### src/rtl/rf_wb_pkg.sv
// Shared types and constants for the register-file writeback arbiter.
package rf_wb_pkg;

  localparam int RF_ADDR_W = 5;
  localparam int RF_DATA_W = 32;

  // Conventional source slots on the writeback port
  localparam int SRC_ALU = 0;
  localparam int SRC_MEM = 1;

  // One pending register write; rd is the destination register
  typedef struct packed {
    logic [RF_ADDR_W-1:0] rd;
    logic [RF_DATA_W-1:0] data;
  } rf_wb_entry_t;

  // 16-bit increment that sticks at all-ones instead of wrapping
  function automatic logic [15:0] sat_inc16(input logic [15:0] v);
    logic [15:0] r;
    r = (v == 16'hFFFF) ? v : (v + 16'd1);
    return r;
  endfunction

endpackage

### src/rtl/rf_wb_fifo.sv
// Small synchronous FIFO holding pending writebacks for one requester.
// DEPTH must be a power of two so the pointers wrap naturally.
module rf_wb_fifo
  import rf_wb_pkg::*;
#(
  parameter int DEPTH = 2,
  parameter int WIDTH = RF_ADDR_W + RF_DATA_W,
  parameter int CNT_W = $clog2(DEPTH + 1)
) (
  input  logic             clk,
  input  logic             rst_n,
  input  logic             push,
  input  logic             pop,
  input  logic [WIDTH-1:0] din,
  output logic [WIDTH-1:0] dout,
  output logic [CNT_W-1:0] count,
  output logic             full,
  output logic             empty
);

  localparam int PTR_W = $clog2(DEPTH);

  logic [WIDTH-1:0] mem_r [DEPTH];
  logic [PTR_W-1:0] wr_ptr_r;
  logic [PTR_W-1:0] rd_ptr_r;
  logic [CNT_W-1:0] count_r;
  logic             push_s;
  logic             pop_s;

  // A full FIFO refuses pushes even when it is popped in the same cycle
  assign push_s = push && !full;
  assign pop_s  = pop && !empty;

  assign full  = (count_r == CNT_W'(DEPTH));
  assign empty = (count_r == '0);
  assign count = count_r;
  assign dout  = mem_r[rd_ptr_r];

  // Entry storage; cleared on reset so no stale data survives
  always_ff @(posedge clk or negedge rst_n) begin
    if (!rst_n) begin
      for (int i = 0; i < DEPTH; i++) begin
        mem_r[i] <= '0;
      end
    end else if (push_s) begin
      mem_r[wr_ptr_r] <= din;
    end
  end

  // Read/write pointers and occupancy count
  always_ff @(posedge clk or negedge rst_n) begin
    if (!rst_n) begin
      wr_ptr_r <= '0;
      rd_ptr_r <= '0;
      count_r  <= '0;
    end else begin
      if (push_s) begin
        wr_ptr_r <= wr_ptr_r + PTR_W'(1);
      end
      if (pop_s) begin
        rd_ptr_r <= rd_ptr_r + PTR_W'(1);
      end
      case ({push_s, pop_s})
        2'b10:   count_r <= count_r + CNT_W'(1);
        2'b01:   count_r <= count_r - CNT_W'(1);
        default: count_r <= count_r;
      endcase
    end
  end

endmodule

### src/rtl/rf_wb_arbiter.sv
// Round-robin arbiter sharing the register file write port among NUM_SRC
// writeback requesters, each buffered by its own FIFO.
// Pipeline: FIFO head is granted/popped into a stage register, then the
// stage drives the registered write command one cycle later.
// Optional build macro RF_WB_STATS_EN adds conflict_cnt / drop_cnt counters.
module rf_wb_arbiter
  import rf_wb_pkg::*;
#(
  parameter int NUM_SRC    = 2,
  parameter int FIFO_DEPTH = 2,
  parameter int ADDR_W     = RF_ADDR_W,
  parameter int DATA_W     = RF_DATA_W
) (
  input  logic                      clk,
  input  logic                      rst_n,
  input  logic [NUM_SRC-1:0]        req_valid,
  output logic [NUM_SRC-1:0]        req_ready,
  input  logic [NUM_SRC*ADDR_W-1:0] req_reg,
  input  logic [NUM_SRC*DATA_W-1:0] req_data,
  output logic                      RegWrite,
  output logic [ADDR_W-1:0]         wr_reg,
  output logic [DATA_W-1:0]         wr_data,
  output logic                      idle
`ifdef RF_WB_STATS_EN
  ,
  output logic [15:0]               conflict_cnt,
  output logic [15:0]               drop_cnt
`endif
);

  localparam int ENTRY_W = ADDR_W + DATA_W;
  localparam int PTR_W   = $clog2(NUM_SRC);
  localparam int CNT_W   = $clog2(FIFO_DEPTH + 1);

  logic [ENTRY_W-1:0] fifo_dout_s  [NUM_SRC];
  logic [CNT_W-1:0]   fifo_count_s [NUM_SRC];
  logic [NUM_SRC-1:0] fifo_full_s;
  logic [NUM_SRC-1:0] fifo_empty_s;
  logic [NUM_SRC-1:0] push_s;
  logic [NUM_SRC-1:0] pop_s;

  logic [PTR_W-1:0]   rr_ptr_r;
  logic [PTR_W-1:0]   cand_s;
  logic [PTR_W-1:0]   grant_idx_s;
  logic               grant_vld_s;
  logic [ENTRY_W-1:0] head_s;
  logic               all_empty_s;

  logic               stage_vld_r;
  logic [ENTRY_W-1:0] stage_entry_r;

  for (genvar gi = 0; gi < NUM_SRC; gi++) begin : g_src
    // Ready depends only on the registered occupancy
    assign req_ready[gi] = !fifo_full_s[gi];
    assign push_s[gi]    = req_valid[gi] && req_ready[gi];

    rf_wb_fifo #(
      .DEPTH (FIFO_DEPTH),
      .WIDTH (ENTRY_W),
      .CNT_W (CNT_W)
    ) u_fifo (
      .clk   (clk),
      .rst_n (rst_n),
      .push  (push_s[gi]),
      .pop   (pop_s[gi]),
      .din   ({req_reg[gi*ADDR_W +: ADDR_W], req_data[gi*DATA_W +: DATA_W]}),
      .dout  (fifo_dout_s[gi]),
      .count (fifo_count_s[gi]),
      .full  (fifo_full_s[gi]),
      .empty (fifo_empty_s[gi])
    );
  end

  // Round-robin search from pointer+1; walking downward lets the nearest
  // non-empty candidate overwrite farther ones
  always_comb begin
    grant_vld_s = 1'b0;
    grant_idx_s = rr_ptr_r;
    cand_s      = '0;
    for (int k = NUM_SRC; k >= 1; k--) begin
      cand_s      = PTR_W'((int'(rr_ptr_r) + k) % NUM_SRC);
      grant_vld_s = grant_vld_s | ~fifo_empty_s[cand_s];
      grant_idx_s = fifo_empty_s[cand_s] ? grant_idx_s : cand_s;
    end
  end

  // Pop the winning FIFO and select its head entry
  always_comb begin
    pop_s  = '0;
    head_s = fifo_dout_s[grant_idx_s];
    if (grant_vld_s) begin
      pop_s[grant_idx_s] = 1'b1;
    end else begin
      pop_s = '0;
    end
  end

  // Idle needs empty FIFOs, nothing in the stage and no write on the port
  always_comb begin
    all_empty_s = 1'b1;
    for (int i = 0; i < NUM_SRC; i++) begin
      all_empty_s = all_empty_s & (fifo_count_s[i] == '0);
    end
  end

  assign idle = all_empty_s && !stage_vld_r && !RegWrite;

  // Round-robin pointer: moves to the winner, holds when nothing is granted
  always_ff @(posedge clk or negedge rst_n) begin
    if (!rst_n) begin
      rr_ptr_r <= PTR_W'(NUM_SRC - 1);
    end else if (grant_vld_s) begin
      rr_ptr_r <= grant_idx_s;
    end
  end

  // Grant stage: captures the popped entry
  always_ff @(posedge clk or negedge rst_n) begin
    if (!rst_n) begin
      stage_vld_r   <= 1'b0;
      stage_entry_r <= '0;
    end else begin
      stage_vld_r <= grant_vld_s;
      if (grant_vld_s) begin
        stage_entry_r <= head_s;
      end
    end
  end

  // Registered write command; writes to register 0 are swallowed
  always_ff @(posedge clk or negedge rst_n) begin
    if (!rst_n) begin
      RegWrite <= 1'b0;
      wr_reg   <= '0;
      wr_data  <= '0;
    end else if (stage_vld_r && (stage_entry_r[ENTRY_W-1 -: ADDR_W] != '0)) begin
      RegWrite <= 1'b1;
      wr_reg   <= stage_entry_r[ENTRY_W-1 -: ADDR_W];
      wr_data  <= stage_entry_r[DATA_W-1:0];
    end else begin
      RegWrite <= 1'b0;
    end
  end

`ifdef RF_WB_STATS_EN
  logic multi_busy_s;
  logic drop_s;

  assign multi_busy_s = ($countones(~fifo_empty_s) > 1);
  assign drop_s       = grant_vld_s && (head_s[ENTRY_W-1 -: ADDR_W] == '0);

  // Saturating counters for contention cycles and discarded reg-0 writes
  always_ff @(posedge clk or negedge rst_n) begin
    if (!rst_n) begin
      conflict_cnt <= 16'd0;
      drop_cnt     <= 16'd0;
    end else begin
      if (multi_busy_s) begin
        conflict_cnt <= sat_inc16(conflict_cnt);
      end
      if (drop_s) begin
        drop_cnt <= sat_inc16(drop_cnt);
      end
    end
  end
`endif

endmodule
### config.mk
export PLATFORM = sky130hd
export DESIGN_NAME = rf_wb_arbiter
export DESIGN_NICKNAME = d
export VERILOG_FILES = /design/src/rtl/rf_wb_pkg.sv /design/src/rtl/rf_wb_fifo.sv /design/src/rtl/rf_wb_arbiter.sv
export SDC_FILE = /design/constraint.sdc
export NUM_CORES = 1
export LEC_CHECK = 0
export BUFFER_PORTS_ARGS = -buffer_cell sky130_fd_sc_hd__clkbuf_2
export CAP_MARGIN = 10
export CORE_MARGIN = 5
export CORE_UTILIZATION = 51
export CTS_BUF_LIST = sky130_fd_sc_hd__clkbuf_8
export DETAILED_ROUTE_END_ITERATION = 8
export HOLD_SLACK_MARGIN = 0.12
export PLACE_DENSITY = 0.82
export SLEW_MARGIN = 0
export SYNTH_ARGS = -nofsm -noshare
export SYNTH_HDL_FRONTEND = slang
export SYNTH_SLANG_ARGS = --single-unit
### constraint.sdc
create_clock -name clk -period 3.75 [get_ports clk]
set_input_delay 0.9375 -clock clk [delete_from_list [all_inputs] [get_ports clk]]
set_output_delay 0.9375 -clock clk [all_outputs]
set_load 0.005 [all_outputs]
==> results of run 1 <==
## kinds of logic (layout without fill, tap and decap cells)
group	Yosys count	in the layout	synth area share
AOI/OAI and AO/OA	116	116	0.0983
xor gates and xnor gates	10	10	0.00855
adders and majority gates	2	2	0.00244
buffers and inverters	58	200	0.0294
DFF	233	233	0.569
muxes	258	258	0.283
and+or+nand+nor	17	17	0.00965
## cell usage in the layout (no fill, tap or decap), types with 2 or more instances in the layout
master	instances
buf_12	3
nand2b_1	2
and3b_2	2
buf_4	10
nand2_1	2
mux2_4	10
a211o_1	37
ha_1	2
dfrtp_2	2
o211ai_1	37
nand3_2	2
dfrtp_1	230
mux2_1	8
o211a_1	37
xor2_1	3
xnor2_1	7
nor2_1	4
clkinv_2	4
inv_1	13
mux2_2	203
clkbuf_8	51
mux2i_1	37
clkbuf_2	117
## cell type report
class / count / area share
tap: 265 / 0.0280
inverter: 2 / 0.000634
clock buffer: 51 / 0.0593
timing repair buffer: 131 / 0.0621
sequential: 233 / 0.493
clock inverter: 16 / 0.00772
multi-input combinational: 403 / 0.349
## cells in the mapped netlist (all sizes together)
master / instances
a211o: 37
clkbuf: 24
a21o: 1
nand2: 3
mux2: 221
a21oi: 1
o21ai: 2
or2: 1
dfrtp: 232
mux2i: 37
nor3: 1
xnor2: 7
ha: 2
a22o: 1
o211ai: 37
inv: 2
and3b: 2
nand3: 2
o211a: 37
dfstp: 1
nor2: 5
nand2b: 2
or4: 1
buf: 32
xor2: 3
## report_power, final
part / switching [mW] / leakage (nW) / internal, mW
Clock: 0.990 / 0.455 / 1.28
Combinational: 1.85 / 2.23 / 2.63
Sequential: 0.952 / 2.71 / 3.87
Total: 3.79 / 5.40 / 7.78
## worst min path at each step
stage	slack, ps	cells past startpoint	endpoint	from
4_1_cts	490	1	wr_data[26]	stage_entry_r[26]
5_1_grt	510	1	g_src[1].u_fifo.mem_r[17]	g_src[1].u_fifo.mem_r[17]
3_3_place_gp	470	1	wr_data[26]	stage_entry_r[26]
2_1_floorplan	460	1	wr_data[23]	stage_entry_r[23]
3_5_place_dp	480	1	wr_data[24]	stage_entry_r[24]
6_report	450	1	g_src[1].u_fifo.mem_r[1]	rst_n
## critical path, delay by kind of cell, from the launching register on
family | cells | cell delay (ps)
buffers and inverters | 1 | 150
DFF | 1 | 420
and+or+nand+nor | 3 | 440
## layer usage
metal | up-vias | track usage
met4 | 0 | 0.0553
li1 | 2827 | -
met1 | 3198 | 0.274
met5 | - | 0
met2 | 144 | 0.327
met3 | 29 | 0.0390
==> results_dict.tcl, run 1 <==
set metrics [dict create \
    status "completed" \
    post-route-period-util 0.656 \
    grt_max_degree 111 \
    htreeDepth 2 \
    portBuffers 118 \
    netlist_top_cells_area "dfrtp_1, mux2_2, mux2i_1" \
    pre_cts_ws_ps 1210 \
    largest_reg_flops 148 \
    register_area_sq_um 5830 \
    r2r_cells 4 \
    num_rows 51 \
    finalHoldViolations 0 \
    cp-end-kind "output pin" \
    fillerInstances 1585 \
    layout.nets 890 \
    syn-cell-area_sq_um 10200 \
    maxSlewHeadroom 0.299 \
    ys_ff_latch 233 \
    period_needed_ps 2460 \
    synth.top_cell.area_share 0.566 \
    ir_worst_vdd_uv 599 \
    overflow 0 \
    critPathRequiredTime_ps 2810 \
    drt_iter0_markers 389 \
    avgViaCountPerCell 5.63 \
    routedWlPerCell_um 20.3 \
    cts_buffers 39 \
    largestRegisters "g_src.u_fifo.mem_r x148, stage_entry_r x37, wr_data x32" \
    holdCritPathClass "input port to asynchronous set/reset pin" \
    die_area_sq_um 23000 \
    syn2layout_area_growth_pct 15.5 \
    worstMarginPinSlew_ps 1050 \
    cp_cell_sequence "nor2_1 > nand2_2 > nor3_1 > clkbuf_2" \
    cts_setup_buffers 0 \
    cts_root_buffer "clkbuf_8" \
    clock.fmax_mhz 407 \
    power.leakage_nw 5.40 \
    netlist_instances 694 \
    r2r_setup_slack_ps 1340 \
    placedInstanceArea_sq_um 11000 \
    avgSynthCellArea_sq_um 14.8 \
    worst_path_max_delay_cell "dfrtp_1" \
    cts_tree "built" \
    arrival_ps 1520 \
    critPathMaxStageDelay_ps 420 \
    boundaryPins 119 \
    first_pass_iters 5 \
    fin_util 0.602 \
    yosysSeqAreaShare 0.569 \
    startpoint "g_src[0].u_fifo.count[1]" \
    clockBufferDepth 3 \
    fp.dieW_um 152 \
    maxSlewViolCount 0 \
    crit_path_end "idle" \
    max_flop_register "g_src.u_fifo.mem_r" \
    wl_met3_um 1040 \
    drc_errors 0 \
    rsz0062_at_grt "false" \
    critPathMaxFanout 4 \
    ant_nets 0 \
    grt_usage 0.199 \
    path_class "flip-flop to output pin" \
    stdcell_area_sq_um 11800 \
    path_clk_slew_ps 60 \
    cts-resized-gates 0 \
    yosys.area.top_type "dfrtp_1" \
    wl_um 22300 \
    fin_ws_ps 1290 \
    multi_input_area_sq_um 4140 \
    num_vias 6198 \
    r2r_start "stage_entry_r[33]" \
    met2_length_um 10900 \
    p_per_area_nw_per_um2 978 \
    n_antenna_cell 0 \
    start_util 0.521 \
    tns_ps 0 \
    die_h_um 152 \
    coreArea_sq_um 19700 \
    cts_hold_buf 0 \
    grt_pass1_vias 6696 \
    cp-start-kind "flip-flop" \
    clock_latency_ps 520 \
    grt_pass1_wl_um 36300 \
    cts_sinks 233 \
    synth_nets 774 \
    reg2reg_to "wr_data[11]" \
    instances_no_fill 1101 \
    wl_met1_um 10100 \
    dr.max_layer_used "met4" \
    drive_above_1_share 0.492 \
    total_power_mw 11.6 \
    yosysWarnings 0 \
    setup_viol 0 \
    maxCapViolCount 0 \
    hpwl_um 13800 \
    ys_types 33 \
    gp_congestion 0.718 \
    antenna_found_initial 0 \
    hold_ws_ps 453 \
    place_inst 1034 \
    clock_skew_ps 11.0 \
]
No activity file was read; power rests on OpenSTA's default activity.
==> run 2: changes to the inputs <==
--- a/config.mk
+++ b/config.mk
@@ -12,7 +12,7 @@
 export CTS_BUF_LIST = sky130_fd_sc_hd__clkbuf_8
 export DETAILED_ROUTE_END_ITERATION = 8
 export HOLD_SLACK_MARGIN = 0.12
-export PLACE_DENSITY = 0.82
+export PLACE_DENSITY = 0.85
 export SLEW_MARGIN = 0
 export SYNTH_ARGS = -nofsm -noshare
 export SYNTH_HDL_FRONTEND = slang
==> constraint.sdc (replaced) <==
create_clock -name clk -period 2.19 [get_ports clk]
set_input_delay 0.5475 -clock clk [delete_from_list [all_inputs] [get_ports clk]]
set_output_delay 0.5475 -clock clk [all_outputs]
set_load 0.005 [all_outputs]
==> run 2 against run 1 <==
Against the previous run: combinational power is 81% higher; core utilization up 1.1 points; largest power group is now combinational cells; sequential share of layout area is 0.86 points lower; sequential power grew 67%; final cell count is 1.4% higher.
==> results_dict.tcl, run 2 (synthesized netlist as in run 1, its figures left out) <==
set metrics [dict create \
    final_cell_mix "dfrtp_1, mux2_2, clkbuf_2" \
    avgViaCountPerCell 5.59 \
    setup_viol 0 \
    cts_tree "built" \
    arrival_ps 1550 \
    clock.fmax_mhz 476 \
    first_pass_iters 4 \
    grt_pass1_wl_um 36000 \
    rsz0062_at_grt "false" \
    hpwl_um 14600 \
    drc_errors 0 \
    power.leakage_nw 5.51 \
    max_flop_register "g_src.u_fifo.mem_r" \
    worst_path_dominant_cell_family "simple AND/OR/NAND/NOR gates" \
    critPathRequiredTime_ps 1640 \
    routedWlPerCell_um 19.7 \
    p_per_area_nw_per_um2 1680 \
    clockBufferDepth 3 \
    drt_iter0_markers 359 \
    drive_above_1_share 0.501 \
    grt_usage 0.199 \
    syn2layout_area_growth_pct 17.6 \
    crit_buf_inv 1 \
    start_util 0.521 \
    holdCritPathClass "input port to flip-flop" \
    tns_ps 0 \
    fp.dieW_um 152 \
    placedInstanceArea_sq_um 11200 \
    die_h_um 152 \
    ant_nets 0 \
    wl_um 22000 \
    mostFrequentLayoutCell "dfrtp_1" \
    cts_buffers 40 \
    status "completed" \
    stdcell_area_sq_um 12100 \
    path_clk_slew_ps 60 \
    worst_path_max_delay_cell "dfrtp_1" \
    path_class "flip-flop to output pin" \
    cp_cell_sequence "nor2_1 > nand2_2 > nor3_2 > clkbuf_2" \
    post-route-period-util 0.960 \
    num_rows 51 \
    critPathMaxFanout 4 \
    portBuffers 118 \
    maxSlewViolCount 0 \
    largest_reg_flops 148 \
    cts_sinks 233 \
    antenna_found_initial 0 \
    clock_latency_ps 540 \
    ir_worst_vdd_uv 787 \
    num_vias 6236 \
    n_antenna_cell 0 \
    boundaryPins 119 \
    fin_util 0.613 \
    layout.nets 905 \
    cp-end-kind "output pin" \
    grt_pass1_vias 6762 \
    critPathMaxStageDelay_ps 420 \
    largestRegisters "g_src.u_fifo.mem_r x148, stage_entry_r x37, wr_data x32" \
    htreeDepth 2 \
    gp_congestion 0.747 \
    finalHoldViolations 0 \
    coreArea_sq_um 19700 \
    clock_skew_ps 25.7 \
    maxCapViolCount 0 \
    worstMarginPinSlew_ps 593 \
    cp-start-kind "flip-flop" \
    maxSlewHeadroom 0.604 \
    die_area_sq_um 23000 \
    period_needed_ps 2100 \
    grt_max_degree 58 \
    cts_root_buffer "clkbuf_8" \
    overflow 0 \
]
run 2: cell count changes in the layout (fill, tap and decap cells not counted), sizes merged:
| cell | previous run | this run |
|---|---|---|
| buf | 14 | 27 |
| bufinv | 1 | 2 |
| dlygate4sd3 | 0 | 1 |
| clkinvlp | 0 | 1 |
| clkinv | 4 | 2 |
| inv | 13 | 14 |
run 2: metal layers:
metal	up-vias	global-route usage	routed length, um
li1	2839	-	-
met1	3231	0.270	9910
met2	135	0.324	10600
met3	31	0.0443	1170
met4	0	0.0535	331
met5	-	0	0
run 2: repair_timing:
action                                 in CTS  in global routing
gates resized for setup                     1                  0
endpoints found under the hold margin      53                  0
setup buffers                               0                  1
pin swaps                                   1                  1
hold buffers                                1                  0
gates cloned                                0                  0
setup endpoints to repair                   1                  1
run 2: final timing paths:
check                           cells after the start  slack (ps)                startpoint                         to
max in group asynchronous                           3         970                     rst_n                   rr_ptr_r
worst max-delay path                                4          90  g_src[0].u_fifo.count[1]                       idle
min in group asynchronous                           2         560                     rst_n   g_src[1].u_fifo.mem_r[2]
worst min register to register                      1         490         stage_entry_r[29]                wr_data[29]
worst min-delay path                                2         260                req_reg[5]  g_src[1].u_fifo.mem_r[69]
worst max register to register                      4         270         stage_entry_r[33]                 wr_data[8]
run 2: layout make-up:
cell class | instances | area [sq um]
Multi-Input combinational cell | 403 | 4140
Sequential cell | 233 | 5840
Clock inverter | 17 | 128
Tap cell | 265 | 332
Inverter | 2 | 7.51
Fill cell | 1544 | 7600
Timing Repair Buffer | 145 | 906
Clock buffer | 51 | 702
run 2: stage by stage:
stage                     setup WS, ps  hold WS (ps)  total power, mW  instances
after floorplan                    305           252             13.9        694
after global placement             298           467             15.9       1046
after detailed placement           280           478             16.3       1046
after CTS                         5.92           223             20.4       1115
after global routing              2.03           231             21.6       1116
final                             88.5           256             20.2       1116
run 2: power by group:
part           leakage [nW]  internal (mW)  total, mW  switching [mW]
clock                 0.466           2.32       4.01            1.69
sequential             2.71           6.63       8.07            1.44
combinational          2.33           4.68       8.11            3.43
total                  5.51           13.6       20.2            6.56
